[config.mk]
export PLATFORM = sky130hd
export DESIGN_NAME = fpu_op_sequencer
export DESIGN_NICKNAME = d
export VERILOG_FILES = /design/src/rtl/fpu_pkg.sv /design/src/rtl/fpu_sgnj.sv /design/src/rtl/fpu_op_sequencer.sv
export SDC_FILE = /design/constraint.sdc
export NUM_CORES = 1
export LEC_CHECK = 0
export CORE_MARGIN = 4
export CORE_UTILIZATION = 40
export CTS_CLUSTER_DIAMETER = 60
export CTS_CLUSTER_SIZE = 12
export DETAILED_ROUTE_END_ITERATION = 10
export GPL_ROUTABILITY_DRIVEN = 0
export PLACE_DENSITY = 0.76
export SETUP_SLACK_MARGIN = 0.02
export SLEW_MARGIN = 20
export SYNTH_ARGS = -nofsm -noshare
export SYNTH_HDL_FRONTEND = slang
export SYNTH_SLANG_ARGS = --single-unit
[constraint.sdc]
create_clock -name clk -period 3.87 [get_ports clk]
set_input_delay 0.5805 -clock clk [delete_from_list [all_inputs] [get_ports clk]]
set_output_delay 0.5805 -clock clk [all_outputs]
set_load 0.02 [all_outputs]
[src/rtl/fpu_pkg.sv]
// Shared encodings and helpers for the F-extension issue/sequencing stage.
package fpu_pkg;

  localparam int unsigned XLEN = 32;
  localparam int unsigned OP_W = 3;
  localparam int unsigned RD_W = 5;

  localparam logic [OP_W-1:0] OP_FADD   = 3'b000;
  localparam logic [OP_W-1:0] OP_FSUB   = 3'b001;
  localparam logic [OP_W-1:0] OP_FMUL   = 3'b010;
  localparam logic [OP_W-1:0] OP_FSGNJ  = 3'b011;
  localparam logic [OP_W-1:0] OP_FSGNJN = 3'b100;
  localparam logic [OP_W-1:0] OP_FSGNJX = 3'b101;

  localparam logic [XLEN-1:0] CANON_NAN = 32'h7FC0_0000;

  typedef enum logic [1:0] {
    ST_IDLE    = 2'd0,
    ST_WAIT    = 2'd1,
    ST_RELEASE = 2'd2,
    ST_WB      = 2'd3
  } state_e;

  // Writeback payload presented to the integer pipeline.
  typedef struct packed {
    logic [RD_W-1:0] rd;
    logic [XLEN-1:0] data;
    logic            err;
  } wb_t;

  function automatic logic is_arith(input logic [OP_W-1:0] op);
    return (op == OP_FADD) || (op == OP_FSUB) || (op == OP_FMUL);
  endfunction

endpackage

[src/rtl/fpu_sgnj.sv]
// Combinational sign injection: mode 0 copies rs2 sign, 1 inverts it, 2 xors both signs.
module fpu_sgnj
  import fpu_pkg::*;
(
  input  logic [XLEN-1:0] rs1,
  input  logic [XLEN-1:0] rs2,
  input  logic [1:0]      mode,
  output logic [XLEN-1:0] res_c
);

  logic sign;

  always_comb begin
    sign = rs1[XLEN-1] ^ rs2[XLEN-1];
    case (mode)
      2'd0:    sign = rs2[XLEN-1];
      2'd1:    sign = ~rs2[XLEN-1];
      default: sign = rs1[XLEN-1] ^ rs2[XLEN-1];
    endcase
    res_c = {sign, rs1[XLEN-2:0]};
  end

endmodule

[src/rtl/fpu_op_sequencer.sv]
// Issues one F-extension op at a time to the FP adder/multiplier FSMs and returns a tagged writeback.
module fpu_op_sequencer
  import fpu_pkg::*;
#(
  parameter int unsigned TIMEOUT_CYC = 64
) (
  input  logic            clk,
  input  logic            rst,
  input  logic            req_valid,
  output logic            req_ready,
  input  logic [OP_W-1:0] req_op,
  input  logic [XLEN-1:0] req_rs1,
  input  logic [XLEN-1:0] req_rs2,
  input  logic [RD_W-1:0] req_rd,
  output logic            add_start,
  output logic [XLEN-1:0] add_a,
  output logic [XLEN-1:0] add_b,
  input  logic [XLEN-1:0] add_result,
  input  logic            add_done,
  input  logic            add_busy,
  output logic            mul_start,
  output logic [XLEN-1:0] mul_a,
  output logic [XLEN-1:0] mul_b,
  input  logic [XLEN-1:0] mul_result,
  input  logic            mul_done,
  input  logic            mul_busy,
  output logic            wb_valid,
  input  logic            wb_ready,
  output logic [RD_W-1:0] wb_rd,
  output logic [XLEN-1:0] wb_data,
  output logic            wb_err
);

  localparam int unsigned CNT_W = $clog2(TIMEOUT_CYC + 1);

  state_e            state_q, state_d;
  logic [OP_W-1:0]   op_q;
  logic [CNT_W-1:0]  cnt_q;
  wb_t               wb_q;
  logic [XLEN-1:0]   sgnj_res;
  logic              sel_mul, sel_done, sel_busy, timeout;
  logic [XLEN-1:0]   sel_result;

  fpu_sgnj u_sgnj (
    .rs1   (req_rs1),
    .rs2   (req_rs2),
    .mode  (2'(req_op - OP_FSGNJ)),
    .res_c (sgnj_res)
  );

  // Only the unit chosen by the latched op is observed; the other may do anything.
  assign sel_mul    = (op_q == OP_FMUL);
  assign sel_done   = sel_mul ? mul_done   : add_done;
  assign sel_busy   = sel_mul ? mul_busy   : add_busy;
  assign sel_result = sel_mul ? mul_result : add_result;
  assign timeout    = (cnt_q == CNT_W'(TIMEOUT_CYC - 1));

  assign wb_rd   = wb_q.rd;
  assign wb_data = wb_q.data;
  assign wb_err  = wb_q.err;

  always_ff @(posedge clk) begin
    if (rst) state_q <= ST_IDLE;
    else     state_q <= state_d;
  end

  always_comb begin
    state_d = state_q;
    case (state_q)
      ST_IDLE:    if (req_valid) state_d = is_arith(req_op) ? ST_WAIT : ST_WB;
      ST_WAIT:    if (sel_done || timeout) state_d = ST_RELEASE;
      ST_RELEASE: if (!sel_done && !sel_busy) state_d = ST_WB;
      ST_WB:      if (wb_ready) state_d = ST_IDLE;
      default:    state_d = ST_IDLE;
    endcase
  end

  // Registered outputs and operand/result latches, updated in step with state_d.
  always_ff @(posedge clk) begin
    if (rst) begin
      req_ready <= 1'b1;
      op_q      <= '0;
      cnt_q     <= '0;
      add_start <= 1'b0;
      add_a     <= '0;
      add_b     <= '0;
      mul_start <= 1'b0;
      mul_a     <= '0;
      mul_b     <= '0;
      wb_valid  <= 1'b0;
      wb_q      <= '0;
    end else begin
      case (state_q)
        ST_IDLE: if (req_valid) begin
          req_ready  <= 1'b0;
          op_q       <= req_op;
          cnt_q      <= '0;
          wb_q.rd    <= req_rd;
          wb_q.err   <= 1'b0;
          case (req_op)
            OP_FADD, OP_FSUB: begin
              add_start <= 1'b1;
              add_a     <= req_rs1;
              add_b     <= (req_op == OP_FSUB) ? {~req_rs2[XLEN-1], req_rs2[XLEN-2:0]} : req_rs2;
            end
            OP_FMUL: begin
              mul_start <= 1'b1;
              mul_a     <= req_rs1;
              mul_b     <= req_rs2;
            end
            OP_FSGNJ, OP_FSGNJN, OP_FSGNJX: begin
              wb_q.data <= sgnj_res;
              wb_valid  <= 1'b1;
            end
            default: begin
              wb_q.data <= CANON_NAN;
              wb_q.err  <= 1'b1;
              wb_valid  <= 1'b1;
            end
          endcase
        end
        ST_WAIT: begin
          cnt_q <= cnt_q + CNT_W'(1);
          if (sel_done) begin
            add_start <= 1'b0;
            mul_start <= 1'b0;
            wb_q.data <= sel_result;
          end else if (timeout) begin
            add_start <= 1'b0;
            mul_start <= 1'b0;
            wb_q.data <= CANON_NAN;
            wb_q.err  <= 1'b1;
          end
        end
        ST_RELEASE: if (!sel_done && !sel_busy) wb_valid <= 1'b1;
        ST_WB: if (wb_ready) begin
          wb_valid  <= 1'b0;
          req_ready <= 1'b1;
        end
        default: ;
      endcase
    end
  end

endmodule

; After elaboration in Yosys (flattened, before gate mapping)
; Index checks and enable logic that the tools add are counted.
[totals]
regBits = 182
in_bits = 144
out_inout_bits = 170
word_cells = 102
[classes]
n_addsub = 2
n_eq_ne = 21
n_mux = 36
bitwise = 2
reduce_logical = 27
[op_table]
columns = op, n
row1 = two-way mux 32 bit, 3
row2 = two-way mux 33 bit, 2
row3 = case mux 33 bit (2 select lines), 1
row4 = case mux 32 bit (2 select lines), 1
row5 = AND reduction 4 bit, 5
row6 = two-way mux 1 bit, 16
row7 = "inequality test 2 bit, second input constant", 8
row8 = case mux 7 bit (2 select lines), 1
row9 = two-way mux 2 bit, 5
row10 = "== test 3 x 2 -> 1 bit, second input constant", 3
row11 = AND reduction 3 bit, 3
row12 = case mux 1 bit (2 select lines), 4
row13 = case mux 2 bit (4 select lines), 1
row14 = "adder 7 x 1 -> 7 bit, second input constant", 1
row15 = "== test 7 x 6 -> 1 bit, second input constant", 1
row16 = two-way mux 7 bit, 1
row17 = "== test 3 bit, second input constant", 2
row18 = OR reduction 3 bit, 2
row19 = OR reduction 6 bit, 1
row20 = AND reduction 5 bit, 1
row21 = "== test 2 x 1 -> 1 bit, second input constant", 2
row22 = "== test 2 bit, second input constant", 2
row23 = logical NOT 2 bit, 2
row24 = AND reduction 2 bit, 2
row25 = other kinds (14), 18

; Logic depth before layout (Yosys ltp)
; Gate-level depths: netlist of the first run.
[depth]
word_depth = 6
depth_mapped = 11
ltp_nobuf = 7

; Hierarchy
; Synthesis of the first run repeated with hierarchy kept, for this count alone.
[hier_totals]
cells_unflattened = 1024
area_unflattened_um2 = 8265.4
[by_module_without_submodules]
columns = mod, n_inst, cells_per_inst, area_each_um2, seq_area_each_um2
row1 = fpu_op_sequencer, 1, 990, 8006.4, 3643.5
row2 = fpu_sgnj, 1, 34, 259.0, 0.0

; Worst setup path after synthesis of the first run
; No wires, ideal clock.
[synth_timing]
kind = input to register
from = input req_op[1]
to = register wb_q, in the netlist wb_data[24]
setup_time_ns = 0.128
t_arrival_ns = 1.749
required_ns = 3.742
slack_ns = 1.994
stages = 8
n_path_buf = 1
cell_sequence = inv_1 > ha_1 > nor2_1 > a211oi_2 > clkbuf_1 > a221oi_1 > mux2i_1 > nor2_1
[synth_via]
elab_chain_len = 5
elab_cells_between_ends = 13
classes_between = 6 x eq/ne / 3 x mux / 4 x reduce/logical
[synth_lines]
columns = item, line
row1 = start: declaration, fpu_op_sequencer.sv:11  ; input logic [OP_W-1:0] req_op,
row2 = == test 3 x 2 -> 1 bit (tied with other cells), fpu_op_sequencer.sv:100  ; case (req_op)
row3 = OR reduction 3 bit, n/a
row4 = case mux 32 bit (2 select lines), fpu_op_sequencer.sv:100
row5 = two-way mux 33 bit, fpu_op_sequencer.sv:94  ; ST_IDLE: if (req_valid) begin
row6 = case mux 33 bit (2 select lines), fpu_op_sequencer.sv:93  ; case (state_q)
row7 = end: declaration, fpu_op_sequencer.sv:39  ; wb_t wb_q;
; Parallel ways exist; a longest one is shown, timed or not. The select of a mux whose other input is x is not followed.
; A chain may end at the register's enable or synchronous reset.

; Worst setup path in the final report of the first run
[layout_timing]
from = register state_q[0]
to = register wb_q, in the netlist wb_data[15]
[layout_via]
elab_chain_len = 3
elab_cells_between_ends = 8
classes_between = 4 x eq/ne / 1 x mux / 3 x reduce/logical
[layout_lines]
columns = item, line
row1 = start: declaration, fpu_op_sequencer.sv:36  ; state_e state_q, state_d;
row2 = start signal: assignment, fpu_op_sequencer.sv:64  ; else state_q <= state_d;
row3 = == test 2 x 1 -> 1 bit or logical NOT 2 bit (tied branches), fpu_op_sequencer.sv:93
row4 = inequality test 3 bit (no line) (tied with other cells), n/a
row5 = AND reduction 4 bit (no line), n/a
; Parallel ways exist; a longest one is shown, timed or not.

==> results of run 1 <==
## path summary, 6_finish.rpt
path / to / slack (ps) / cells after the start
max: wb_data[15] / 1210 / 8
min: mul_a[23] / 450 / 2
max reg2reg: wb_data[15] / 1210 / 8
min reg2reg: mul_a[23] / 450 / 2
## report_power, final
| part | switching, uW | internal [uW] | leakage, uW | total [uW] |
|---|---|---|---|---|
| registers | 136 | 2110 | 0.00148 | 2250 |
| logic | 1260 | 952 | 0.00217 | 2210 |
| clock network | 768 | 1280 | 0.000333 | 2050 |
## area by class of cell
cell class                 instances  area [um^2]  area share (%)
clock buffer                      17          425            3.69
inverter                          14         52.6           0.456
multi-input combinational        694         3550            30.8
timing repair buffer             330         3310            28.7
sequential                       182         3640            31.6
tap                              229          287            2.48
clock inverter                    13          264            2.29
## state kept, by name, indices dropped and copies added, names as in the netlist, 2 cells and up
signal / flops
add_a: 32
add_b: 32
wb_rd: 5
state_q: 2
mul_b: 32
wb_data: 32
op_q: 3
cnt_q: 7
mul_a: 32
## Yosys cell counts (2+ instances only)
master | number | area share (%)
nor2_1 | 61 | 3.0
ha_1 | 10 | 1.7
buf_6 | 4 | 0.60
nand3_1 | 26 | 1.7
a221oi_1 | 9 | 1.0
nor2b_1 | 5 | 0.41
a21oi_1 | 164 | 11
nand4_1 | 3 | 0.25
a22oi_1 | 2 | 0.20
xor2_1 | 4 | 0.46
dfxtp_1 | 182 | 48
mux2i_1 | 12 | 1.6
o21bai_1 | 2 | 0.20
a211oi_2 | 24 | 4.0
buf_1 | 7 | 0.35
nand3b_1 | 2 | 0.20
buf_2 | 12 | 0.79
mux2_4 | 2 | 0.40
o21ai_0 | 26 | 1.7
nand2_1 | 304 | 15
buf_4 | 2 | 0.20
or2_2 | 2 | 0.17
clkbuf_1 | 47 | 2.3
a211oi_1 | 2 | 0.20
and2_1 | 2 | 0.17
nor3_1 | 11 | 0.73
inv_1 | 14 | 0.70
nand2b_1 | 3 | 0.25
o21ai_1 | 2 | 0.13
and2_0 | 2 | 0.17
## cell usage in the layout (no fill, tap or decap), types with 7 or more instances in the layout
cell type | netlist | routed
clkdlybuf4s50_1 | 0 | 312
nand2_1 | 304 | 304
dfxtp_1 | 182 | 182
a21oi_1 | 164 | 164
nor2_1 | 61 | 61
nand3_1 | 26 | 26
o21ai_0 | 26 | 26
a211oi_2 | 24 | 23
clkbuf_16 | 0 | 17
inv_1 | 14 | 14
buf_4 | 2 | 13
mux2i_1 | 12 | 12
nor3_1 | 11 | 10
ha_1 | 10 | 10
a221oi_1 | 9 | 9
bufinv_16 | 0 | 7
## layer usage
layer | vias to the layer above | part of all wire (%)
met5 | - | 0
met2 | 303 | 47
met1 | 3524 | 42
met4 | 0 | 2.5
met3 | 35 | 8.6
li1 | 3756 | -
## kinds of logic after synthesis
kind of cell	after synthesis	synth area share, %
AO/OA/AOI/OAI	240	19.6
XOR/XNOR	5	0.580
adder cells (fa/ha/maj)	10	1.66
buffers and inverters	87	5.17
flip-flops	182	48.2
multiplexers	14	1.99
AND/OR/NAND/NOR	425	22.8
## worst max-delay path: cells and delay by family, from the launching register on
family / cells / cell delay [ps]
AO/OA/AOI/OAI: 3 / 910
AND/OR/NAND/NOR: 2 / 480
buffers and inverters: 2 / 430
adder cells (fa/ha/maj): 1 / 360
flip-flops: 1 / 340
## through the flow
stage | hold WS [ps] | power (uW) | instances
6_report | 452 | 6510 | 1479
5_1_grt | 471 | 6830 | 1479
4_1_cts | 455 | 6560 | 1479
3_5_place_dp | 445 | 4500 | 1449
3_3_place_gp | 441 | 4470 | 1449
2_1_floorplan | 437 | 3620 | 963
==> results.tsv, run 1 <==
metric	value	unit
start_util	41.4	%
grt_util_met2	40.7	%
cp_cell_sequence	inv_1, ha_1, and2_1, o21ai_1, a2bb2oi_4, buf_12, nor2_1, a211oi_2	
fillers	1590	
finClkSkew	15.5	ps
worstMarginPinSlew	1020	ps
drive_above_1_share	6.64	%
crit_type	register to register	
placementRows	49	
grt_pass1_vias	7246	
hold_class	register to register	
rsz0062_at_grt	false	
ys_types	45	
yosysSeqAreaShare	48.2	%
synth_edf_count	0	
diodes	0	
viasPerCell	5.15	
cp-start-kind	register	
postCtsSetupRepairBufs	0	
grt-busiest-layer	met2	
ys_ff_latch	182	
min_period	2660	ps
drt_iter0_markers	391	
cp-end-kind	register	
grt_max_degree	92	
reg2reg_from	state_q[0]	
synthCells	963	
dr.pass1.iters	5	
pre_cts_slack	882	ps
grt_use_total	24.2	%
cts_hold_buf	0	
clkTransAtPathRegs	70	ps
place_area	10800	um^2
max_freq	0.376	GHz
startpoint	state_q[0]	
required	4210	ps
drtAntennaViolNets	0	
finalCritPeriodShare	68.7	%
final_hold_viol_count	0	
cts_buffers	17	
dieHeight	145	um
drc	0	
fin_nets	1393	
finalMaxSlewViolations	0	
htree_levels	4	
clock-sinks	182	
final_area	11500	um^2
ios	314	
routed_wl	26600	um
overflow	0	
vias	7618	
use_met3	8.47	%
status	finished clean	
met1_usage	29.3	%
antenna_found_initial	0	
clockBufferDepth	2	
cts_tree	built	
grt_pass1_wl	41000	um
cts_resized	0	
worstSkewPairLatency	430	ps
timing.critical_path.fanout_max	44	
cap_viol_max_count	0	
synthArstFlopShare	0	%
crit_slowest_cell	a2bb2oi_4	
avgSynthCellArea	7.85	um^2
dieArea	21100	um^2
p_per_area	565	nW/um^2
arrival	3000	ps
design.core.area	18300	um^2
synth_ff_type	dfxtp_1	
syn-num-nets	1117	
hpwl	19100	um
min_from	mul_a[23]	
maxSlewHeadroom	31.6	%
wl_per_cell	18.0	um
p_leak	0.00398	uW
synth_area	7550	um^2
setup_slack	1210	ps
cts-root-buf	clkbuf_16	
ir_drop	318	uV
synthToLayoutAreaGrowth	52.7	%
final_util	63.1	%
finalSetupViolCount	0	
yosysWarnings	0	
slowest_delay	530	ps
dieWidth	145	um
setup_tns	0	ps
port_buffers	313	
No activity file was read; power rests on OpenSTA's default activity.
==> inputs of run 2 (changes only) <==
==> constraint.sdc (replaced) <==
create_clock -name clk -period 2.7 [get_ports clk]
set_input_delay 0.405 -clock clk [delete_from_list [all_inputs] [get_ports clk]]
set_output_delay 0.405 -clock clk [all_outputs]
set_load 0.02 [all_outputs]
==> results.tsv, run 2 (synthesis results as in run 1) <==
metric	value	unit	change
crit_slowest_cell	ha_1		was a2bb2oi_4
viasPerCell	5.14		was 5.15
worstSkewPairLatency	430	ps	about the same
crit_type	register to register		unchanged
maxSlewHeadroom	59.5	%	was 31.6%
dieHeight	145	um	unchanged
cp-start-kind	register		unchanged
dieWidth	145	um	unchanged
drt_iter0_markers	374		was 391
grt_pass1_wl	40200	um	was 41000 um
combPwrFrac	36.5	%	was 34.0%
htree_levels	4		unchanged
p_clk_share	27.1	%	was 31.5%
clock-sinks	182		unchanged
port_buffers	313		unchanged
final_hold_viol_count	0		unchanged
postCtsSetupRepairBufs	0		unchanged
finClkSkew	12.6	ps	was 15.5 ps
p_leak	0.00396	uW	was 0.00398 uW
p_sw	3160	uW	was 2160 uW
p_per_area	768	nW/um^2	was 565 nW/um^2
timing.hold.ws	369	ps	was 452 ps
fin_nets	1398		was 1393
slowest_delay	370	ps	was 530 ps
max_freq	0.449	GHz	was 0.376 GHz
dr.pass1.iters	5		unchanged
drc	0		unchanged
diodes	0		unchanged
hold_path_depth	2		unchanged
hold_class	input pin to register		was register to register
worstMarginPinSlew	603	ps	was 1020 ps
crit_family	buffers and inverters		was compound AO/OA/AOI/OAI gates
finalSetupViolCount	0		unchanged
status	finished clean		unchanged
drive_above_1_share	7.01	%	was 6.64%
rsz0062_at_grt	false		unchanged
fillers	1634		was 1590
ir_drop	455	uV	was 318 uV
placementRows	49		unchanged
grt_use_total	23.6	%	was 24.2%
final_common_cell	clkdlybuf4s50_1		unchanged
ios	314		unchanged
crit_cells	8		unchanged
cp_cell_sequence	inv_1, ha_1, nand2_1, buf_4, nor3b_2, buf_4, nand2_1, a21oi_1		was inv_1, ha_1, and2_1, o21ai_1, a2bb2oi_4, buf_12, nor2_1, a211oi_2
grt_max_degree	74		was 92
synthToLayoutAreaGrowth	52.0	%	was 52.7%
hpwl	18600	um	was 19100 um
min_period	2230	ps	was 2660 ps
internal_power	5660	uW	was 4350 uW
swShare	35.9	%	was 33.2%
pwr-share-seq	36.5	%	was 34.5%
drtAntennaViolNets	0		unchanged
overflow	0		unchanged
start_util	41.4	%	unchanged
crit_buf_inv	3		was 2
setup_tns	0	ps	unchanged
design.core.area	18300	um^2	unchanged
clkTransAtPathRegs	80	ps	was 70 ps
cts_hold_buf	0		unchanged
cts_resized	0		unchanged
required	3050	ps	was 4210 ps
antenna_found_initial	0		unchanged
cts-root-buf	clkbuf_16		unchanged
finalCritPeriodShare	82.4	%	was 68.7%
grt_pass1_vias	7242		was 7246
cap_viol_max_count	0		unchanged
dieArea	21100	um^2	unchanged
cts_buffers	17		unchanged
cp-end-kind	register		unchanged
wl_per_cell	17.4	um	was 18.0 um
routed_wl	25900	um	was 26600 um
timing.critical_path.fanout_max	21		was 44
final_cell_mix	clkdlybuf4s50_1 (312), nand2_1 (304), dfxtp_1 (182)		unchanged
arrival	2570	ps	was 3000 ps
clockBufferDepth	2		unchanged
vias	7630		was 7618
finalMaxSlewViolations	0		unchanged
rr_worst_depth	8		unchanged
cts_tree	built		unchanged
==> run 2: cell types whose count changed in the layout (fill, tap and decap cells not counted) <==
cell / previous run / this run
buf_12: 4 / 7
buf_4: 13 / 15
bufinv_16: 7 / 0
clkbuf_1: 0 / 1
clkinv_4: 0 / 3
clkinv_8: 0 / 1
inv_6: 4 / 3
inv_8: 1 / 5
==> run 2: cell type report <==
| cell class | count | area, um^2 | area share (%) |
|---|---|---|---|
| clock inverter | 13 | 133 | 1.16 |
| timing repair buffer | 335 | 3390 | 29.5 |
| inverter | 14 | 52.6 | 0.458 |
| clock buffer | 18 | 429 | 3.74 |
| sequential | 182 | 3640 | 31.7 |
| tap | 229 | 287 | 2.50 |
| multi-input combinational | 694 | 3550 | 30.9 |
==> run 2: power groups by stage <==
stage | Combinational (uW) | Sequential (uW) | Clock [uW]
2_1_floorplan | 1560 | 3630 | 0
3_3_place_gp | 3190 | 3260 | 0
3_5_place_dp | 3220 | 3270 | 0
4_1_cts | 3240 | 3220 | 2440
5_1_grt | 3480 | 3250 | 2540
6_report | 3210 | 3220 | 2390
==> run 2: through the flow <==
| stage | utilization (%) | cells | cell area (um^2) | setup slack (ps) | power [uW] |
|---|---|---|---|---|---|
| 2_1_floorplan | - | 963 | 7550 | 833 | 5190 |
| 3_3_place_gp | 59.8 | 1454 | 10900 | 266 | 6450 |
| 3_5_place_dp | 59.8 | 1454 | 10900 | 208 | 6490 |
| 4_1_cts | 62.8 | 1485 | 11500 | 472 | 8900 |
| 5_1_grt | 62.8 | 1485 | 11500 | 245 | 9280 |
| 6_report | 62.8 | 1485 | 11500 | 474 | 8820 |
==> run 2: path summary, 6_finish.rpt <==
path / start / slack, ps / end
max: state_q[1] / 470 / mul_a[15]
min reg2reg: add_a[16] / 450 / add_a[16]
min: rst / 370 / mul_a[2]
max reg2reg: state_q[1] / 470 / mul_a[15]
==> run 2: layer usage <==
metal	vias to the layer above	global-route usage, %	part of all wire, %
met2	303	39.6	47
met1	3531	29.3	42
met4	0	7.98	2.4
li1	3760	-	-
met3	36	6.63	8.1
met5	-	0	0
